[config.mk]
export PLATFORM = sky130hd
export DESIGN_NAME = bsg_alu_seq
export DESIGN_NICKNAME = d
export VERILOG_FILES = /design/src/rtl/bsg_alu_seq.sv
export SDC_FILE = /design/constraint.sdc
export NUM_CORES = 1
export LEC_CHECK = 0
export BUFFER_PORTS_ARGS = -buffer_cell sky130_fd_sc_hd__buf_2
export CAP_MARGIN = 10
export CELL_PAD_IN_SITES_DETAIL_PLACEMENT = 1
export CELL_PAD_IN_SITES_GLOBAL_PLACEMENT = 1
export CORE_UTILIZATION = 43
export CTS_BUF_LIST = sky130_fd_sc_hd__clkbuf_4 sky130_fd_sc_hd__clkbuf_8
export DETAILED_ROUTE_END_ITERATION = 8
export PLACE_DENSITY = 0.78
export SLEW_MARGIN = 40
export SYNTH_ARGS = -nofsm -noshare
export SYNTH_HDL_FRONTEND = slang
export SYNTH_SLANG_ARGS = --single-unit
[constraint.sdc]
create_clock -name clk_i -period 3.9 [get_ports clk_i]
set_input_delay 0.39 -clock clk_i [delete_from_list [all_inputs] [get_ports clk_i]]
set_output_delay 0.39 -clock clk_i [all_outputs]
set_load 0.01 [all_outputs]
[src/rtl/bsg_alu_seq.sv]
// Handshaked ALU (add/sub/logic/slt/shl) with an iterative shift-add multiplier.
// Latency: 1 cycle for non-MUL ops; width_p+1 cycles for MUL (accept to v_o).
// Backpressure: one op in flight; ready_o stays low until the result is taken with yumi_i.
//
// Ports:
//   clk_i, reset_n_i   clock, synchronous active-low reset
//   v_i / ready_o      operation handshake; op_i, a_i, b_i sampled on accept
//   v_o / yumi_i       result handshake; res_o, ov_o, zero_o held while v_o=1
module bsg_alu_seq #(
    parameter int width_p = 4
) (
    input  logic               clk_i,
    input  logic               reset_n_i,
    input  logic               v_i,
    output logic               ready_o,
    input  logic [2:0]         op_i,
    input  logic [width_p-1:0] a_i,
    input  logic [width_p-1:0] b_i,
    output logic               v_o,
    input  logic               yumi_i,
    output logic [width_p-1:0] res_o,
    output logic               ov_o,
    output logic               zero_o
);

    localparam int cnt_w_lp = $clog2(width_p + 1);

    localparam logic [2:0] op_add_lp = 3'b000;
    localparam logic [2:0] op_sub_lp = 3'b001;
    localparam logic [2:0] op_and_lp = 3'b010;
    localparam logic [2:0] op_or_lp  = 3'b011;
    localparam logic [2:0] op_xor_lp = 3'b100;
    localparam logic [2:0] op_slt_lp = 3'b101;
    localparam logic [2:0] op_shl_lp = 3'b110;
    localparam logic [2:0] op_mul_lp = 3'b111;

    // Shift limit held one bit wider than b so the compare also works at width_p=64.
    localparam logic [width_p:0] width_lp = (width_p + 1)'(width_p);

    typedef enum logic [1:0] {
        S_IDLE,
        S_MUL,
        S_DONE
    } state_e;

    state_e                   state_r;
    logic [width_p-1:0]       res_r;
    logic                     ov_r;
    logic [2*width_p-1:0]     mcand_r;
    logic [width_p-1:0]       mplier_r;
    logic [2*width_p-1:0]     acc_r;
    logic [cnt_w_lp-1:0]      cnt_r;

    logic [width_p-1:0]       sum;
    logic [width_p-1:0]       diff;
    logic [2*width_p-1:0]     shl_wide;
    logic                     shl_oor;
    logic [width_p-1:0]       alu_res;
    logic                     alu_ov;
    logic [2*width_p-1:0]     acc_next;

    // Single-cycle datapath, evaluated straight off the input operands so the
    // result can be registered in the accept cycle.
    always_comb begin
        sum      = a_i + b_i;
        diff     = a_i - b_i;
        // Shift in a double-width field so bits pushed out land in the upper half.
        shl_wide = {{width_p{1'b0}}, a_i} << b_i;
        shl_oor  = ({1'b0, b_i} >= width_lp);
        alu_res  = '0;
        alu_ov   = 1'b0;
        case (op_i)
            op_add_lp: begin
                alu_res = sum;
                alu_ov  = (a_i[width_p-1] == b_i[width_p-1]) &&
                          (sum[width_p-1] != a_i[width_p-1]);
            end
            op_sub_lp: begin
                alu_res = diff;
                alu_ov  = (a_i[width_p-1] != b_i[width_p-1]) &&
                          (diff[width_p-1] != a_i[width_p-1]);
            end
            op_and_lp: alu_res = a_i & b_i;
            op_or_lp:  alu_res = a_i | b_i;
            op_xor_lp: alu_res = a_i ^ b_i;
            op_slt_lp: alu_res = {{(width_p-1){1'b0}}, ($signed(a_i) < $signed(b_i))};
            op_shl_lp: begin
                if (shl_oor) begin
                    alu_res = '0;
                    alu_ov  = |a_i;
                end else begin
                    alu_res = shl_wide[width_p-1:0];
                    alu_ov  = |shl_wide[2*width_p-1:width_p];
                end
            end
            default: begin
                alu_res = '0;
                alu_ov  = 1'b0;
            end
        endcase
    end

    // One multiplier bit per cycle: add the (pre-shifted) multiplicand when the
    // current LSB of the multiplier is set.
    assign acc_next = mplier_r[0] ? (acc_r + mcand_r) : acc_r;

    always_ff @(posedge clk_i) begin
        if (!reset_n_i) begin
            state_r  <= S_IDLE;
            res_r    <= '0;
            ov_r     <= 1'b0;
            mcand_r  <= '0;
            mplier_r <= '0;
            acc_r    <= '0;
            cnt_r    <= '0;
        end else begin
            case (state_r)
                S_IDLE: begin
                    if (v_i && ready_o) begin
                        if (op_i == op_mul_lp) begin
                            mcand_r  <= {{width_p{1'b0}}, a_i};
                            mplier_r <= b_i;
                            acc_r    <= '0;
                            cnt_r    <= cnt_w_lp'(width_p);
                            state_r  <= S_MUL;
                        end else begin
                            res_r   <= alu_res;
                            ov_r    <= alu_ov;
                            state_r <= S_DONE;
                        end
                    end
                end
                S_MUL: begin
                    acc_r    <= acc_next;
                    mcand_r  <= mcand_r << 1;
                    mplier_r <= mplier_r >> 1;
                    cnt_r    <= cnt_r - 1'b1;
                    // Last iteration: take the final sum directly from acc_next.
                    if (cnt_r == cnt_w_lp'(1)) begin
                        res_r   <= acc_next[width_p-1:0];
                        ov_r    <= |acc_next[2*width_p-1:width_p];
                        state_r <= S_DONE;
                    end
                end
                S_DONE: begin
                    // yumi_i outside DONE is illegal and simply not looked at.
                    if (yumi_i) begin
                        state_r <= S_IDLE;
                    end
                end
                default: state_r <= S_IDLE;
            endcase
        end
    end

    // ready_o is gated by reset so nothing is offered while reset is asserted.
    assign ready_o = reset_n_i && (state_r == S_IDLE);
    assign v_o     = (state_r == S_DONE);
    assign res_o   = res_r;
    assign ov_o    = ov_r;
    assign zero_o  = (res_r == '0);

endmodule

==> metrics.log <==
[metrics] Overflow after GRT: 0
[metrics] static leakage power: 1.070 nW
[metrics] Skew-Pair Late Insertion Delay: 0.29 ns
[metrics] post-detailed-placement cell area: 2480 um^2
[metrics] share of the clock period used by the worst path after layout: 55.68%
[metrics] proportion of synthesized chip area in sequential cells: 25.44%
[metrics] Critical Path Source Type: flop
[metrics] flip-flop cell with the highest count after synthesis: sky130_fd_sc_hd__dfxtp_1
[metrics] total power of the final layout: 0.7020 mW
[metrics] number of gates resized after cts: 0
[metrics] Die ar.: 5791 um^2
[metrics] Synthesized Nets: 342
[metrics] EDFF count, synth: 0
[metrics] Hold WC Path Type: input port to flop
[metrics] vias in the first global route: 2,225
[metrics] area inside the core boundary: 5205 um^2
[metrics] global-route wire length before repair: 10,820 um
[metrics] Max Cap Violations: 0
[metrics] DP Worst Slack: 1.576 ns
[metrics] CTS HTree Levels: 2
[metrics] CP max-delay cell: sky130_fd_sc_hd__or3b_2
[metrics] final hold violation count: 0
[metrics] register bit total from synthesis: 30
[metrics] Cells after DPL: 378
[metrics] WP data required: 4.07 ns
[metrics] final setup violation count: 0
[metrics] Post-Route Skew: 0.01083 ns
[metrics] maximum number of pins on one net before global-route repair: 26
[metrics] shortest period the worst path allows: 2.172 ns
[metrics] cell area after synthesis: 2361 um^2
[metrics] total iterations of the first detailed-routing run: 8
[metrics] clock edge transition at the registers on the reported setup and hold paths: 0.07 ns
[metrics] power per cell area: 274.3 nW/um^2
[metrics] Area contributors post-synth: sky130_fd_sc_hd__dfxtp_1, sky130_fd_sc_hd__ha_1, sky130_fd_sc_hd__a21oi_1, sky130_fd_sc_hd__nand2_1, sky130_fd_sc_hd__nor2_1
[metrics] data arrival time of the worst path: 2.34 ns
[metrics] Netlist cell types: 53
[metrics] sink count of the clock tree: 30
[metrics] drt wl/cell: 16.13 um
[metrics] type of destination of the critical path: flop
[metrics] worst reg2reg path depth: 9
[metrics] Critical Path Fanout Max: 3
[metrics] CP Class: flop to flop
[metrics] cell repeated most along the worst path: sky130_fd_sc_hd__a31oi_1
[metrics] width of the chip: 76.10 um
[metrics] depth of the worst hold-timing path: 2
[metrics] number of buffers inserted by hold repair at cts: 0
[metrics] Max Clock Freq: 0.4605 GHz
[metrics] ports placed on the boundary: 23
[metrics] unrepaired setup endpoints after global routing: false
[metrics] port buffer count: 22
[metrics] CTS Buffer Depth: 2
[metrics] post-route cell area: 2559 um^2
[metrics] detailed-route vias per instance: 5.675
[metrics] Ant. Diodes: 0
[metrics] Largest stage delay, worst path: 0.45 ns
[metrics] overall fraction of global-route tracks in use: 23.34%
[metrics] Final Non-Filler Cells: 385
[metrics] placer congestion estimate: 0.8840
[metrics] worst setup margin: 1.728 ns
[metrics] Warnings, synthesis: 0
[metrics] async set or reset register ratio after synthesis: 0%
[metrics] placement row count: 26
[metrics] initial core utilization: 45.36%
[metrics] cell type with the largest total area after synthesis: sky130_fd_sc_hd__dfxtp_1
[metrics] via count of the routed design: 2,185
[metrics] final routed DRC violation total: 0
[metrics] TritonCTS clock tree: done
[metrics] First DRT Iteration DRCs: 60
[metrics] slew at the pin closest to its max-slew limit: 0.6898 ns
[metrics] CTS Root Buffer Type: sky130_fd_sc_hd__clkbuf_8
[metrics] P&R area growth vs syn: 8.373%
[metrics] final-layout setup total negative slack: 0 ns
[metrics] Routed Wire Length: 6209 um
[metrics] half-perimeter wire length after placement: 4606 um
[metrics] run status: finished clean
[metrics] Vert. Die Dim: 76.10 um
[metrics] Num CTS Buffers: 5
[metrics] Final Net Count: 355
[metrics] area share of the largest cell type after synthesis: 25.44%
[metrics] number of nets with antenna violations after detailed routing: 0
[metrics] initial antenna violation count: 0
[metrics] number of buffers inserted to repair setup after CTS: 0
[metrics] pins over their slew limit: 0
[metrics] Mapped Avg Cell Area: 7.818 um^2
[metrics] Mapped Cells: 302
[metrics] proportion of layout cells with a drive suffix above 1: 12.70%
[metrics] chain of cells forming the critical path: ha_1 -> inv_1 -> fa_1 -> nor2b_1 -> o21ai_0 -> or3b_2 -> a31oi_1 -> nor3b_1 -> a31oi_1
[metrics] Slew headroom: 53.95%
[metrics] peak supply drop: 0.1533 mV
==> sequential cells by signal, summed over array words and instances (netlist names) <==
register  cells
acc_r         8
mcand_r       8
mplier_r      4
res_o         4
cnt_r         3
state_r       2
ov_o          1
==> through the flow <==
step | hold WS, ns | utilization [%]
finish | 0.4346 | 49.16
global route | 0.4288 | 49.16
CTS | 0.4242 | 49.16
detailed placement | 0.4542 | 47.64
global placement | 0.4406 | 47.64
floorplan | 0.4324 | -
==> critical path: cells and delay by family (launching register included) <==
family	cells	cell delay, ns
AO/OA/AOI/OAI	3	0.47
adder cells (fa/ha/maj)	2	0.42
buffers and inverters	1	0.07
flip-flops	1	0.34
AND/OR/NAND/NOR	3	0.77
==> power breakdown <==
| group | internal (mW) | leakage, nW | switching, mW | total (mW) |
|---|---|---|---|---|
| Clock | 0.120 | 0.0438 | 0.121 | 0.240 |
| Combinational | 0.0570 | 0.783 | 0.0819 | 0.139 |
| Sequential | 0.315 | 0.243 | 0.00801 | 0.323 |
==> path summary, 6_finish.rpt <==
| kind | start | endpoint | slack, ns |
|---|---|---|---|
| worst max-delay path | mcand_r[0] | ov_o | 1.73 |
| worst min-delay path | reset_n_i | acc_r[7] | 0.43 |
| worst max register to register | mcand_r[0] | ov_o | 1.73 |
| worst min register to register | mplier_r[2] | mplier_r[1] | 0.46 |
==> cell families (layout without fill, tap and decap cells) <==
kind of cell / count (synthesis) / count (layout) / synth area share (%)
AOI/OAI and AO/OA: 92 / 92 / 24.85
xor gates and xnor gates: 9 / 9 / 3.338
adders and majority gates: 25 / 25 / 14.20
buffers and inverters: 43 / 56 / 8.108
DFF: 30 / 30 / 25.44
muxes: 7 / 7 / 4.133
and+or+nand+nor: 96 / 96 / 19.93
==> synthesized netlist by cell type (6+ instances only) <==
master	n
sky130_fd_sc_hd__ha_1	22
sky130_fd_sc_hd__nor2_1	25
sky130_fd_sc_hd__nand3_1	9
sky130_fd_sc_hd__clkbuf_1	12
sky130_fd_sc_hd__nand2_1	29
sky130_fd_sc_hd__a21oi_1	30
sky130_fd_sc_hd__dfxtp_1	30
sky130_fd_sc_hd__inv_1	23
sky130_fd_sc_hd__a211oi_1	6
sky130_fd_sc_hd__a22oi_1	7
sky130_fd_sc_hd__a31oi_1	7
sky130_fd_sc_hd__o21ai_0	16
==> layout by cell type (no fill, tap or decap), types with 3 or more instances in the layout <==
cell	n
sky130_fd_sc_hd__mux2i_1	3
sky130_fd_sc_hd__inv_1	23
sky130_fd_sc_hd__nand3b_1	4
sky130_fd_sc_hd__nand2b_1	3
sky130_fd_sc_hd__a31oi_1	7
sky130_fd_sc_hd__dfxtp_1	30
sky130_fd_sc_hd__nor3_1	5
sky130_fd_sc_hd__o211ai_1	5
sky130_fd_sc_hd__nor3b_1	5
sky130_fd_sc_hd__xnor2_1	4
sky130_fd_sc_hd__ha_1	22
sky130_fd_sc_hd__buf_2	22
sky130_fd_sc_hd__a21oi_1	30
sky130_fd_sc_hd__clkbuf_8	5
sky130_fd_sc_hd__buf_4	3
sky130_fd_sc_hd__a22oi_1	7
sky130_fd_sc_hd__nor2_1	25
sky130_fd_sc_hd__nand2_1	29
sky130_fd_sc_hd__nand3_1	9
sky130_fd_sc_hd__nor2b_1	5
sky130_fd_sc_hd__o21a_1	3
sky130_fd_sc_hd__a21o_1	3
sky130_fd_sc_hd__o21ai_0	16
sky130_fd_sc_hd__a211oi_1	6
sky130_fd_sc_hd__fa_1	3
sky130_fd_sc_hd__xor2_1	5
==> metal layers <==
metal	global-route usage, %	part of all wire, %	up-vias
met5	0	0	-
met4	7.885	1.3	0
met1	29.37	47	1051
met2	40.36	49	32
met3	3.832	2.4	10
li1	-	-	1092
==> area by class of cell <==
class	instances	area (um^2)
well taps	70	87.58
flip-flops and latches	30	600.6
inverters	24	90.09
clock buffers	5	68.82
multi-input cells	229	1569
repair buffers	25	132.6
fillers	661	2646
clock inverters	2	10.01
(Power assumes the default switching activity.)
